===== src/rtl/prog_loader.sv =====
// prog_loader: streams a program image from a valid/ready byte source into the cpu ram
// while holding the cpu in reset, then releases the hold and pulses cpu_run.
// Optional feature macro: CHECKSUM_EN. When defined, a trailing check byte must equal the
// running sum (mod 2**DATA_W) of the data bytes, otherwise the session ends in ERR.
module prog_loader #(
  parameter int unsigned ADDR_W = 8,
  parameter int unsigned DATA_W = 8
) (
  input  logic              clk,
  input  logic              rst,
  input  logic              start,
  input  logic [ADDR_W:0]   len,
  input  logic              in_valid,
  input  logic [DATA_W-1:0] in_data,
  output logic              in_ready,
  output logic [ADDR_W-1:0] ram_addr,
  output logic [DATA_W-1:0] ram_data,
  output logic              ram_wren,
  output logic              cpu_hold,
  output logic              cpu_run,
  output logic              busy,
  output logic              done,
  output logic              err
);

  localparam int unsigned CNT_W = ADDR_W + 1;
  localparam logic [CNT_W-1:0] MAX_LEN = {1'b1, {ADDR_W{1'b0}}};
  localparam logic [CNT_W-1:0] CNT_ONE = {{ADDR_W{1'b0}}, 1'b1};

  typedef enum logic [2:0] {
    S_IDLE, S_LOAD, S_CHECK, S_FLUSH, S_RUN, S_DONE, S_ERR
  } state_t;

  state_t            state_q, state_d;
  logic [CNT_W-1:0]  cnt_q, cnt_d;
  logic [CNT_W-1:0]  len_q, len_d;
  logic [ADDR_W-1:0] addr_d;
  logic [DATA_W-1:0] data_d;
  logic              wren_d, ready_d, hold_d, run_d, busy_d, done_d, err_d;
  logic              xfer;
`ifdef CHECKSUM_EN
  logic [DATA_W-1:0] sum_q, sum_d;
`endif

  assign xfer = in_valid & in_ready;

  // Next-state and next-output logic; registered outputs follow state_d.
  always_comb begin
    state_d = state_q;
    cnt_d   = cnt_q;
    len_d   = len_q;
    addr_d  = ram_addr;
    data_d  = ram_data;
    wren_d  = 1'b0;
    run_d   = 1'b0;
    hold_d  = cpu_hold;
    done_d  = done;
    err_d   = err;
`ifdef CHECKSUM_EN
    sum_d   = sum_q;
`endif
    case (state_q)
      S_IDLE, S_DONE, S_ERR: begin
        if (start) begin
          done_d = 1'b0;
          hold_d = 1'b1;
          if (len != '0 && len <= MAX_LEN) begin
            state_d = S_LOAD;
            cnt_d   = '0;
            len_d   = len;
            err_d   = 1'b0;
`ifdef CHECKSUM_EN
            sum_d   = '0;
`endif
          end else begin
            state_d = S_ERR;
            err_d   = 1'b1;
          end
        end
      end
      S_LOAD: begin
        if (xfer) begin
          addr_d = cnt_q[ADDR_W-1:0];
          data_d = in_data;
          wren_d = 1'b1;
          cnt_d  = cnt_q + CNT_ONE;
`ifdef CHECKSUM_EN
          sum_d  = sum_q + in_data;
          if (cnt_q + CNT_ONE == len_q) state_d = S_CHECK;
`else
          if (cnt_q + CNT_ONE == len_q) state_d = S_FLUSH;
`endif
        end
      end
`ifdef CHECKSUM_EN
      S_CHECK: begin
        // check byte is consumed but never written to ram
        if (xfer) begin
          if (in_data == sum_q) begin
            state_d = S_FLUSH;
          end else begin
            state_d = S_ERR;
            err_d   = 1'b1;
          end
        end
      end
`endif
      S_FLUSH: begin
        state_d = S_RUN;
        run_d   = 1'b1;
        hold_d  = 1'b0;
      end
      S_RUN: begin
        state_d = S_DONE;
        done_d  = 1'b1;
      end
      default: state_d = S_IDLE;
    endcase
    ready_d = (state_d == S_LOAD) || (state_d == S_CHECK);
    busy_d  = (state_d == S_LOAD) || (state_d == S_CHECK) ||
              (state_d == S_FLUSH) || (state_d == S_RUN);
  end

  // State and output registers with synchronous reset.
  always_ff @(posedge clk) begin
    if (rst) begin
      state_q  <= S_IDLE;
      cnt_q    <= '0;
      len_q    <= '0;
      in_ready <= 1'b0;
      ram_addr <= '0;
      ram_data <= '0;
      ram_wren <= 1'b0;
      cpu_hold <= 1'b1;
      cpu_run  <= 1'b0;
      busy     <= 1'b0;
      done     <= 1'b0;
      err      <= 1'b0;
`ifdef CHECKSUM_EN
      sum_q    <= '0;
`endif
    end else begin
      state_q  <= state_d;
      cnt_q    <= cnt_d;
      len_q    <= len_d;
      in_ready <= ready_d;
      ram_addr <= addr_d;
      ram_data <= data_d;
      ram_wren <= wren_d;
      cpu_hold <= hold_d;
      cpu_run  <= run_d;
      busy     <= busy_d;
      done     <= done_d;
      err      <= err_d;
`ifdef CHECKSUM_EN
      sum_q    <= sum_d;
`endif
    end
  end

endmodule


===== config.mk =====
export PLATFORM = sky130hd
export DESIGN_NAME = prog_loader
export DESIGN_NICKNAME = d
export VERILOG_FILES = /design/src/rtl/prog_loader.sv
export SDC_FILE = /design/constraint.sdc
export NUM_CORES = 1
export LEC_CHECK = 0
export ABC_AREA = 1
export CORE_MARGIN = 8
export CORE_UTILIZATION = 46
export CTS_CLUSTER_SIZE = 14
export DETAILED_ROUTE_END_ITERATION = 7
export PLACE_DENSITY_LB_ADDON = 0.08
export SLEW_MARGIN = 20
export SYNTH_ARGS = -nofsm -noshare
export SYNTH_HDL_FRONTEND = slang
export SYNTH_SLANG_ARGS = --single-unit

===== constraint.sdc =====
create_clock -name clk -period 2.2 [get_ports clk]
set_clock_uncertainty 0.05 [all_clocks]
set_input_delay 0.44 -clock clk [delete_from_list [all_inputs] [get_ports clk]]
set_output_delay 0.44 -clock clk [all_outputs]
set_load 0.005 [all_outputs]

# [Word level (Yosys, flattened, before mapping)]
# Cells that the tools add are included.
# Widths: inputs -> output; s select.
[classes] n_eq_ne=13 magnitude_cmp=1 n_reduce_logical=17 addsub=1 n_bitwise=2 muxes=16
[ops] operator="$mux 9" count=3
[ops] operator="$pmux 9 s2" count=1
[ops] operator="$eq 3x3->1 const B" count=4
[ops] operator="$mux 3" count=4
[ops] operator="$pmux 3 s4" count=1
[ops] operator="$add 9x1->9 const B" count=1
[ops] operator="$eq 3x2->1 const B" count=3
[ops] operator="$eq 9x9->1" count=1
[ops] operator="$le 9x9->1 const B" count=1
[ops] operator="$reduce_bool 9->1" count=1
[ops] operator="$reduce_and 2->1" count=4
[ops] operator="$eq 3x1->1 const B" count=2
[ops] operator="$ne 2x2->1 const B" count=3
[ops] operator="$reduce_bool 2->1" count=3
[ops] operator="$mux 1" count=5
[ops] operator="$pmux 1 s2" count=2
[ops] operator="$reduce_and 4->1" count=1
[ops] operator="$logic_not 3->1" count=1
[ops] operator="$logic_or 1x1->1" count=3
[ops] operator="$reduce_and 3->1" count=1
[ops] operator="$reduce_or 3->1" count=1
[ops] operator="$reduce_or 2->1" count=1
[ops] operator="$and 1x1->1" count=1
[ops] operator="$logic_and 1x1->1" count=1
[ops] operator="$not 1->1" count=1
[totals] elab_cells=62 out_inout_bits=23 input_bits=21 register_bits=44

# [Logic depth before layout (Yosys ltp)]
# Gate-level depths: netlist (run 1).
[depth] depth_word=9 mapped_depth=13 mapped_depth_nobuf=13

# [Worst setup path before layout (run 1)]
# OpenSTA, ideal clock, no wires.
[synth_path] path_kind="reg2reg" start="register cnt_q[0]" end="register in_ready" path_buffers=0 slack_ns=0.592 t_arrival_ns=1.442 setup_time_ns=0.116 synth_period_minus_slack_ns=1.608 path_stages_with_launch=13 t_required_ns=2.034 path_cell_list="dfxtp_1 -> ha_1 -> nand3_2 -> clkinv_1 -> nand2_1 -> nand2_1 -> nand2_1 -> nand2_1 -> nand2_1 -> nor2_2 -> nand3_2 -> o211ai_1 -> inv_1"
[synth_between] elab_chain_len=7 word_cells_on_any_way=8 cone_classes="add/sub: 1; eq/ne: 3; mux: 3; reduce/logical: 1"
[synth_rtl] item="start: declaration" line_no="35" text="logic [CNT_W-1:0] cnt_q, cnt_d;"
[synth_rtl] item="start signal: assignment" line_no="144" text="cnt_q <= cnt_d;"
[synth_rtl] item="$add 9x1->9 (*)" line_no="91" text="if (cnt_q + CNT_ONE == len_q) state_d = S_FLUSH;"
[synth_rtl] item="$eq 9x9->1 (*)" line_no="91"
[synth_rtl] item="$mux 3 (*)" line_no="91"
[synth_rtl] item="$mux 3 (*)" line_no="82" text="if (xfer) begin"
[synth_rtl] item="$pmux 3 s4 (*)" line_no="62" text="case (state_q)"
[synth_rtl] item="$eq 3x1->1 / $eq 3x2->1 (equally long branches)" line_no="119" text="ready_d = (state_d == S_LOAD) || (state_d == S_CHECK);"
[synth_rtl] item="$logic_or 1x1->1 (*)" line_no="119"
[synth_rtl] item="end signal: assignment" line_no="146" text="in_ready <= ready_d;"
[synth_rtl] item="end: declaration" line_no="15" text="output logic in_ready,"
# Every way passes the cells marked *; elsewhere a longest branch is shown, timed or not.
# A chain may end at the register's enable or synchronous reset.

# [Worst setup path after layout (run 1)]
[layout_path] start="register cnt_q[1]" end="register in_ready"
# Same word-level chain as after synthesis.

==> results.txt, run 1 <==
----------------------------------------------------
[Min path]
  Launch instance of the worst min-delay path ... len_q[7]$_SDFFE_PP0P_
  Instance count along the most critical hold path ... 2
  Hold Path Sink ... len_q[7]$_SDFFE_PP0P_
  Worst min path class ... reg -> reg

[Global route]
  First-pass GRT wire length ... 8.33 mm
  Via count of the first global-routing pass ... 1891
  Initial antenna violation count ... 0
  Pin count of the biggest net entering global routing ... 27
  Remaining global-route overflow ... 0
  Overall fraction of global-route tracks in use ... 0.139

[Setup path]
  CP required ... 2.35 ns
  Type of element capturing the critical path ... flip-flop
  Critical path launch point ... cnt_q[1]$_SDFFE_PP0P_
  Start of the worst register-to-register path ... cnt_q[1]$_SDFFE_PP0P_
  Arr. time, crit path ... 1.93 ns
  Sort of element at the start of the critical path ... flip-flop
  Setup slack on the worst flop-to-flop path ... 0.42 ns
  Crit Reg-Reg Endpoint ... in_ready$_SDFF_PP0_
  Critical-path maximum fanout ... 6
  Worst reg-to-reg path cell count ... 12
  CP Class ... reg -> reg

[Synthesis]
  Most used DFF post-synth ... dfxtp_1
  Post-synthesis instance area ... 2090 um^2
  Most frequent cells after synthesis ... nand2_1 (53), nor2_1 (53), dfxtp_1 (44), o21ai_0 (30), inv_1 (28)
  Cell taking the most area after synthesis ... dfxtp_1
  Syn_area_per_cell ... 7.12 um^2
  Number of enable flip-flop cells after synthesis ... 0
  Number of storage elements in the synthesis netlist ... 44
  Post-Synthesis Net Count ... 315
  Part of the Yosys area used for sequential elements ... 0.422
  Ys async rst share ... 0
  Top post-synthesis cells by area ... dfxtp_1 (42%), nand2_1 (9.5%), nor2_1 (9.5%)
  Cell count after synthesis ... 293
  Fraction of synthesized cell area taken by the top area cell type ... 0.422
  Count of warnings emitted by yosys ... 0
  Netlist cell types ... 29

[Clocking]
  CTS tree ... built
  Buffer type at the clock tree root ... clkbuf_8
  Cts bufs inserted ... 5
  H-tree levels ... 2
  Number of buffers inserted for hold repair after clock tree synthesis ... 0
  Post-cts sizing count ... 0
  Clock slew at the register clock pins of the worst setup and hold paths ... 0.09 ns
  Post-CTS Setup Inserts ... 0
  Maximum number of buffers from clock root to sink ... 2
  Latest clock arrival within the worst-skew pair ... 0.31 ns
  Clock sink count ... 44

[Floorplanning]
  Width of the chip ... 83.3 um
  Chip Height ... 83.3 um
  Area enclosed by the die boundary ... 6940 um^2
  Core Area ... 4350 um^2
  Number of rows created at floorplan ... 24
  Effective utilization at floorplan ... 0.479
  I/O Pins ... 44

[Routing]
  Total number of vias ... 1897
  Post-detailed-route DRC marker count ... 0
  Detailed-route wire length per cell ... 11.6 um
  Routed wire length ... 4.57 mm
  First-pass DRT Iterations ... 4
  Violation count after the first detailed-route iteration ... 129
  Number of vias per cell after detailed routing ... 4.83
  Remaining antenna violation count ... 0

[Placed design]
  Place WS ... 0.144 ns
  Detailed Place HPWL ... 3.42 mm
  Last weighted congestion value of the routability-driven placer ... 0.817
  I/O Buffers ... 43

[Timing]
  Period Utilization, post-route ... 0.811
  Slew at the pin with the worst max-slew slack ... 0.342 ns
  Count of endpoints failing setup in the final report ... 0
  Final WS setup ... 0.417 ns
  Shortest clock period the worst path allows after layout ... 1.78 ns
  Sum of negative setup slack ... 0 ns
  Fin. Hold Viols ... 0
  RSZ-0062 raised after global routing ... no
  Max Fclk ... 561 MHz
  Headroom to the max-slew limit ... 0.772
  Number of pins with negative max-slew slack in the final report ... 0

[Layout]
  Proportion of layout cells with a drive suffix above 1 ... 0.129
  Area Overhead vs Synth ... 31.4%
  Area of combinational cells with multiple inputs ... 1020 um^2
  Number of inserted filler cells in the final layout ... 418
  Net count of the finished layout ... 362
  Number of antenna cells inserted ... 0
  Storage element area ... 881 um^2

[Pwr]
  Worst supply voltage drop on vdd ... 397 uV
  Power density relative to cell area ... 864 nW/um^2
  Leak ... 1.14 nW

[Job]
  Number of maximum-capacitance violations ... 0

[Outcome]
  Result of the run ... completed

----------------------------------------------------
## cell type report
class                   count  area share
repair buffers             49       0.178
inverters                  34      0.0466
multi-input cells         206       0.372
clock buffers               5      0.0251
flip-flops and latches     44       0.321
well taps                  52      0.0237
clock inverters             3      0.0329
## logic make-up (layout without fill, tap and decap cells)
family | count (synthesis) | in the layout | share of synthesized area
DFF | 44 | 44 | 0.422
buffers and inverters | 43 | 91 | 0.0882
AOI/OAI and AO/OA | 61 | 61 | 0.161
xor gates and xnor gates | 1 | 1 | 0.00420
adders and majority gates | 1 | 1 | 0.00600
and+or+nand+nor | 143 | 143 | 0.319
## through the flow
| step | power [mW] | hold slack, ns | cell area [um^2] | instances | util |
|---|---|---|---|---|---|
| 2_1_floorplan | 1.36 | 0.393 | 2090 | 293 | - |
| 3_3_place_gp | 1.52 | 0.405 | 2580 | 385 | 0.593 |
| 3_5_place_dp | 1.53 | 0.412 | 2580 | 385 | 0.593 |
| 4_1_cts | 2.39 | 0.424 | 2740 | 393 | 0.630 |
| 5_1_grt | 2.50 | 0.440 | 2740 | 393 | 0.630 |
| 6_report | 2.37 | 0.425 | 2740 | 393 | 0.630 |
## report_power, final
part	internal, mW	switching, mW
combinational	0.238	0.320
sequential	0.886	0.0660
clock	0.568	0.290
total	1.69	0.676
## registers in the layout, summed over array words and instances (netlist names)
signal and flops:
in_ready 1, ram_addr 8, cpu_run 1, done 1, ram_data 8, cpu_hold 1
err 1, cnt_q 9, ram_wren 1, len_q 9, busy 1, state_q 3
## how the worst max path moves through the flow
stage	end	slack [ns]	depth (start not counted)
floorplan	in_ready$_SDFF_PP0_	0.59	12
global placement	in_ready$_SDFF_PP0_	0.14	9
detailed placement	in_ready$_SDFF_PP0_	0.14	9
CTS	in_ready$_SDFF_PP0_	0.39	12
global route	in_ready$_SDFF_PP0_	0.17	12
finish	in_ready$_SDFF_PP0_	0.42	12
## routing by layer
| layer | track usage | share of wire | vias to the layer above |
|---|---|---|---|
| li1 | - | - | 1032 |
| met5 | 0 | 0 | - |
| met3 | 0.0479 | 0.059 | 5 |
| met1 | 0.166 | 0.50 | 817 |
| met4 | 0.0479 | 0.011 | 0 |
| met2 | 0.226 | 0.43 | 43 |
## critical path: stages (launching register included)
cell	delay [ns]
dfxtp_1	0.43
ha_1	0.28
nand3_2	0.13
clkinv_1	0.10
nand2_2	0.07
nand2_1	0.06
nand2_1	0.05
nand2_1	0.05
nand2_1	0.05
nor2_1	0.11
nand3_2	0.13
o211ai_1	0.12
inv_1	0.05
## layout by cell type (no fill, tap or decap), types with 5 or more instances in the layout
cell type	Yosys	final
inv_1	28	28
nor2_2	5	5
buf_4	0	5
a21oi_1	20	20
o21ai_0	30	30
inv_2	5	5
nor2_1	53	53
nand3_1	9	9
nand2_2	6	6
dfxtp_1	44	44
clkdlybuf4s50_1	0	43
clkbuf_8	0	5
nand4_1	6	6
nand2_1	53	53
(Power assumes the default switching activity.)
==> run 2: changes to the inputs <==
- CORE_UTILIZATION: 46 -> 45
- clock period: 2.2 -> 1.45 ns (I/O delays scaled with it)
==> results.txt, run 2 (synthesis results as in run 1) <==
----------------------------------------------------
[Outcome]
  Result of the run ... finished, violations left
  Failing checks ... setup timing

[Setup path]
  Sort of element at the start of the critical path ... flip-flop
  CP required ... 1.59 ns
  Start of the worst register-to-register path ... cnt_q[1]$_SDFFE_PP0P_
  Critical-path maximum fanout ... 3
  CP Class ... reg -> reg
  Arr. time, crit path ... 1.77 ns
  Type of element capturing the critical path ... flip-flop
  Critical path launch point ... cnt_q[1]$_SDFFE_PP0P_

[Clocking]
  Latest clock arrival within the worst-skew pair ... 0.30 ns
  Clock sink count ... 44
  Cts bufs inserted ... 5
  Number of buffers inserted for hold repair after clock tree synthesis ... 0
  H-tree levels ... 2
  Maximum number of buffers from clock root to sink ... 2
  Buffer type at the clock tree root ... clkbuf_8
  CTS tree ... built
  Clock slew at the register clock pins of the worst setup and hold paths ... 0.08 ns

[Pwr]
  Power density relative to cell area ... 1170 nW/um^2
  Leak ... 1.40 nW
  Worst supply voltage drop on vdd ... 565 uV

[Routing]
  Routed wire length ... 5.37 mm
  Remaining antenna violation count ... 0
  Number of vias per cell after detailed routing ... 4.88
  Post-detailed-route DRC marker count ... 0
  Detailed-route wire length per cell ... 12.8 um
  Violation count after the first detailed-route iteration ... 55
  Total number of vias ... 2053
  First-pass DRT Iterations ... 4

[Min path]
  Worst min path class ... in -> reg
  Launch instance of the worst min-delay path ... len[1]

[Layout]
  Commonest non-fill, non-tap cell in the layout ... nor2_1
  Area Overhead vs Synth ... 49.0%
  Cell area after layout ... 3110 um^2
  Largest regs ... cnt_q (9), len_q (9)
  Non-filler cells, final ... 421
  Proportion of layout cells with a drive suffix above 1 ... 0.304
  Commonest cells after routing, fill and taps aside ... nor2_1 (50), nand2_1 (41), dfxtp_1 (36)
  Net count of the finished layout ... 390
  Number of antenna cells inserted ... 0
  Final core utilization ... 0.704

[Placed design]
  Detailed Place HPWL ... 3.56 mm
  I/O Buffers ... 43
  DP Cell Count ... 408
  Place WS ... -0.461 ns
  Dpl cell area ... 2790 um^2
  Last weighted congestion value of the routability-driven placer ... 0.840

[Timing]
  Count of endpoints failing setup in the final report ... 5
  Headroom to the max-slew limit ... 0.845
  Shortest clock period the worst path allows after layout ... 1.63 ns
  Slew at the pin with the worst max-slew slack ... 0.231 ns
  Max Fclk ... 614 MHz
  Period Utilization, post-route ... 1.12
  RSZ-0062 raised after global routing ... yes
  Fin. Hold Viols ... 0
  Number of pins with negative max-slew slack in the final report ... 0
  Final hold slack ... 0.197 ns
  Final WS setup ... -0.179 ns

[Floorplanning]
  I/O Pins ... 44
  Number of rows created at floorplan ... 24
  Area enclosed by the die boundary ... 7070 um^2
  Chip Height ... 84.1 um
  Core Area ... 4410 um^2
  Width of the chip ... 84.1 um
  Effective utilization at floorplan ... 0.473

[Global route]
  Initial antenna violation count ... 0
  Remaining global-route overflow ... 0
  Via count of the first global-routing pass ... 1945
  First-pass GRT wire length ... 8.70 mm
  Overall fraction of global-route tracks in use ... 0.147
  Pin count of the biggest net entering global routing ... 32

[Job]
  Number of maximum-capacitance violations ... 0

----------------------------------------------------
-- run 2: final cells by class --
class,instances,area (um^2)
sequential,44,896
clock buffer,7,96.3
fill,390,1310
multi-input combinational,207,1210
tap,52,65.1
timing repair buffer,76,674
clock inverter,1,30.0
inverter,34,135
-- run 2: worst max-delay path, cell delays in order, from the launching register on --
cell and delay (ns):
dfxtp_4 0.36, ha_4 0.28, xnor2_2 0.10, nand2_1 0.07, nor2_1 0.12, nand4_1 0.10, nor2_1 0.15, nand3_2 0.13
o211ai_1 0.12, inv_1 0.05
-- run 2: path summary, 6_finish.rpt --
path | end | slack, ns | cells past startpoint
worst max register to register | in_ready$_SDFF_PP0_ | -0.18 | 9
worst min register to register | ram_data[2]$_SDFFE_PP0P_ | 0.43 | 2
worst max-delay path | in_ready$_SDFF_PP0_ | -0.18 | 9
worst min-delay path | len_q[1]$_SDFFE_PP0P_ | 0.20 | 3
-- run 2: report_power, final --
part | internal, mW | total (mW) | switching [mW]
Clock | 0.608 | 1.00 | 0.396
Sequential | 1.35 | 1.45 | 0.106
Combinational | 0.516 | 1.18 | 0.663
-- run 2: metal layers --
layer  GRT usage  part of all wire
met1       0.163              0.45
met4      0.0644             0.016
met2       0.246              0.48
met5           0                 0
met3      0.0518             0.057
-- run 2: what timing repair did --
item / 4_1_cts / 5_1_grt
buffers inserted: 2 / 2
hold endpoints to repair: 0 / 0
setup endpoints to repair: 42 / 26
cloned: 1 / 0
pin swaps: 17 / 18
resized for setup: 53 / 50
-- run 2: per-stage QoR --
stage	power (mW)	TNS, ns
3_5_place_dp	2.46	-11.48
3_3_place_gp	2.44	-10.88
4_1_cts	3.54	-0.291
2_1_floorplan	2.07	0
5_1_grt	3.85	-2.12
6_report	3.64	-0.496
==> run 3: changes to the inputs <==
- ABC_AREA: 1 -> default
- CORE_UTILIZATION: 45 -> 46
- CTS_BUF_LIST: default -> sky130_fd_sc_hd__clkbuf_8
==> results.txt, run 3 <==
----------------------------------------------------
[Clocking]
  CTS tree ... built
  Number of buffers inserted for hold repair after clock tree synthesis ... 0
  Buffer type at the clock tree root ... clkbuf_8
  Latest clock arrival within the worst-skew pair ... 0.30 ns
  Maximum number of buffers from clock root to sink ... 2
  Cts bufs inserted ... 5
  Clock sink count ... 44
  H-tree levels ... 2
  Clock slew at the register clock pins of the worst setup and hold paths ... 0.08 ns

[Synthesis]
  Count of warnings emitted by yosys ... 0
  Number of storage elements in the synthesis netlist ... 44
  Fraction of synthesized cell area taken by the top area cell type ... 0.419
  Largest family of logic cells by synthesized area ... simple AND/OR/NAND/NOR gates
  Simple-gate portion of the synthesized area ... 0.240
  Mux share of post-synthesis cell area ... 0.0476
  Ys async rst share ... 0
  Post-Synthesis Net Count ... 272
  Post-synthesis share of cell area spent on xor and xnor gates ... 0.0541
  Top post-synthesis cells by area ... dfxtp_1 (42%), nand2_1 (7.5%), a21oi_1 (6.2%)
  Synthesized-area fraction occupied by ao, oa, aoi and oai cells ... 0.187
  Cell count after synthesis ... 250
  Synthesized-area fraction occupied by adder cells ... 0.00595
  Cell taking the most area after synthesis ... dfxtp_1
  Syn_area_per_cell ... 8.42 um^2
  Most used DFF post-synth ... dfxtp_1
  Part of the Yosys area used for sequential elements ... 0.419
  Most frequent cells after synthesis ... dfxtp_1 (44), nand2_1 (42), a21oi_1 (26), nor2_1 (25), clkbuf_1 (15)
  Netlist cell types ... 48
  Post-synthesis instance area ... 2100 um^2
  Number of enable flip-flop cells after synthesis ... 0
  Most numerous cell in the Yosys netlist ... dfxtp_1

[Setup path]
  Sort of element at the start of the critical path ... input pin
  Critical-path maximum fanout ... 5
  Start of the worst register-to-register path ... state_q[1]$_SDFF_PP0_
  Critical path launch point ... len[3]
  Type of element capturing the critical path ... flip-flop
  Arr. time, crit path ... 1.91 ns
  CP required ... 1.59 ns
  CP Class ... in -> reg

[Routing]
  Remaining antenna violation count ... 0
  Violation count after the first detailed-route iteration ... 67
  M1 wire length ... 2.66 mm
  Detail Route met3 WL ... 265 um
  Routed wire length ... 5.88 mm
  Highest metal used ... met4
  Number of vias per cell after detailed routing ... 5.32
  First-pass DRT Iterations ... 4
  Routed length on met2 ... 2.88 mm
  Post-detailed-route DRC marker count ... 0
  Total number of vias ... 2112
  Detailed-route wire length per cell ... 14.8 um

[Pwr]
  Seq pwr share ... 0.450
  Leak ... 1.38 nW
  Switching pwr ... 0.843 mW
  Overall Power ... 2.93 mW
  Clock network fraction of total power ... 0.276
  Switching share of power ... 0.287
  Power density relative to cell area ... 887 nW/um^2
  Internal Power ... 2.09 mW
  Worst supply voltage drop on vdd ... 691 uV
  Comb power frac ... 0.274

[Timing]
  Count of endpoints failing setup in the final report ... 40
  Final hold slack ... 0.212 ns
  Max Fclk ... 565 MHz
  Fin. Hold Viols ... 0
  Headroom to the max-slew limit ... 0.764
  Period Utilization, post-route ... 1.22
  RSZ-0062 raised after global routing ... yes
  Final WS setup ... -0.320 ns
  Number of pins with negative max-slew slack in the final report ... 0
  Slew at the pin with the worst max-slew slack ... 0.350 ns
  Shortest clock period the worst path allows after layout ... 1.77 ns

[Floorplanning]
  I/O Pins ... 44
  Area enclosed by the die boundary ... 7000 um^2
  Width of the chip ... 83.6 um
  Core Area ... 4380 um^2
  Effective utilization at floorplan ... 0.480
  Number of rows created at floorplan ... 24
  Chip Height ... 83.6 um

[Job]
  Number of maximum-capacitance violations ... 0

[Global route]
  Pin count of the biggest net entering global routing ... 37
  Initial antenna violation count ... 0
  First-pass GRT wire length ... 9.58 mm
  Overall fraction of global-route tracks in use ... 0.163
  Via count of the first global-routing pass ... 2048
  Remaining global-route overflow ... 0

[Placed design]
  Detailed Place HPWL ... 4.02 mm
  Last weighted congestion value of the routability-driven placer ... 0.859
  I/O Buffers ... 43

[Layout]
  Final core utilization ... 0.755
  Area Overhead vs Synth ... 57.2%
  Number of antenna cells inserted ... 0
  Proportion of layout cells with a drive suffix above 1 ... 0.330
  Net count of the finished layout ... 366
  Largest regs ... cnt_q (9), len_q (9)
  Commonest non-fill, non-tap cell in the layout ... buf_4
  Commonest cells after routing, fill and taps aside ... buf_4 (46), nand2_1 (42), dfxtp_1 (36)

[Min path]
  Worst min path class ... in -> reg
  Launch instance of the worst min-delay path ... len[1]

[Outcome]
  Failing checks ... setup timing
  Result of the run ... finished, violations left

----------------------------------------------------
-- run 3: cell count changes after synthesis, moves of 6 or more --
| cell | previous run | this run |
|---|---|---|
| o21ai_0 | 30 | 6 |
| nand2_1 | 53 | 42 |
| a311oi_1 | 0 | 7 |
| mux2i_1 | 0 | 10 |
| xnor2_1 | 1 | 9 |
| nand2_2 | 6 | 0 |
| a21oi_1 | 20 | 26 |
| inv_1 | 28 | 3 |
| clkbuf_1 | 4 | 15 |
| nor2_1 | 53 | 25 |
-- run 3: per-layer routing --
| layer | vias to the layer above | GRT usage |
|---|---|---|
| met1 | 1000 | 0.195 |
| met5 | - | 0 |
| li1 | 1065 | - |
| met3 | 7 | 0.0439 |
| met2 | 40 | 0.270 |
| met4 | 0 | 0.0565 |
-- run 3: what timing repair did --
action                     CTS  global route
pin swaps                   12             9
hold endpoints to repair     0             0
setup buffers                7             7
gates resized for setup     77            16
setup endpoints to repair   62            41
cloned                       1             1
-- run 3: power groups by stage --
stage               clock network [mW]  logic, mW  registers [mW]
finish                           0.809      0.805            1.32
global route                     0.875      0.871            1.33
CTS                              0.814      0.754            1.32
detailed placement                   0      0.700            1.34
global placement                     0      0.688            1.34
floorplan                            0      0.384            1.33
-- run 3: critical path, stage by stage --
cell	delay [ns]
buf_6	0.09
or4_4	0.57
o21a_4	0.25
nor3_4	0.20
buf_6	0.14
buf_12	0.11
mux2i_1	0.20
nor2_1	0.07
-- run 3: path summary, 6_finish.rpt --
kind | to | slack, ns | depth (start not counted)
max | len_q[8]$_SDFFE_PP0P_ | -0.32 | 8
min reg2reg | ram_data[0]$_SDFFE_PP0P_ | 0.40 | 2
max reg2reg | len_q[8]$_SDFFE_PP0P_ | -0.30 | 7
min | len_q[1]$_SDFFE_PP0P_ | 0.21 | 3
-- run 3: final cells by class --
type	instances	area, um^2
clock buffers	6	82.6
clock inverters	2	10.0
inverters	3	11.3
repair buffers	107	1000
flip-flops and latches	44	891
fillers	328	1080
well taps	52	65.1
multi-input cells	183	1240
-- run 3: kinds of logic (layout without fill, tap and decap cells) --
group / after synthesis / in the layout
adders and majority gates: 1 / 1
DFF: 44 / 44
and+or+nand+nor: 101 / 101
muxes: 10 / 10
buffers and inverters: 23 / 118
xor gates and xnor gates: 13 / 13
AOI/OAI and AO/OA: 58 / 58
-- run 3: metrics by stage --
step	instance area, um^2	setup slack, ns	std cells	setup TNS, ns
after CTS	3180	-0.306	389	-6.54
after detailed placement	2960	-0.940	374	-22.46
final	3310	-0.320	397	-8.26
after floorplan	2140	-0.382	250	-7.46
after global routing	3310	-0.351	397	-10.46
after global placement	2960	-0.879	374	-21.48
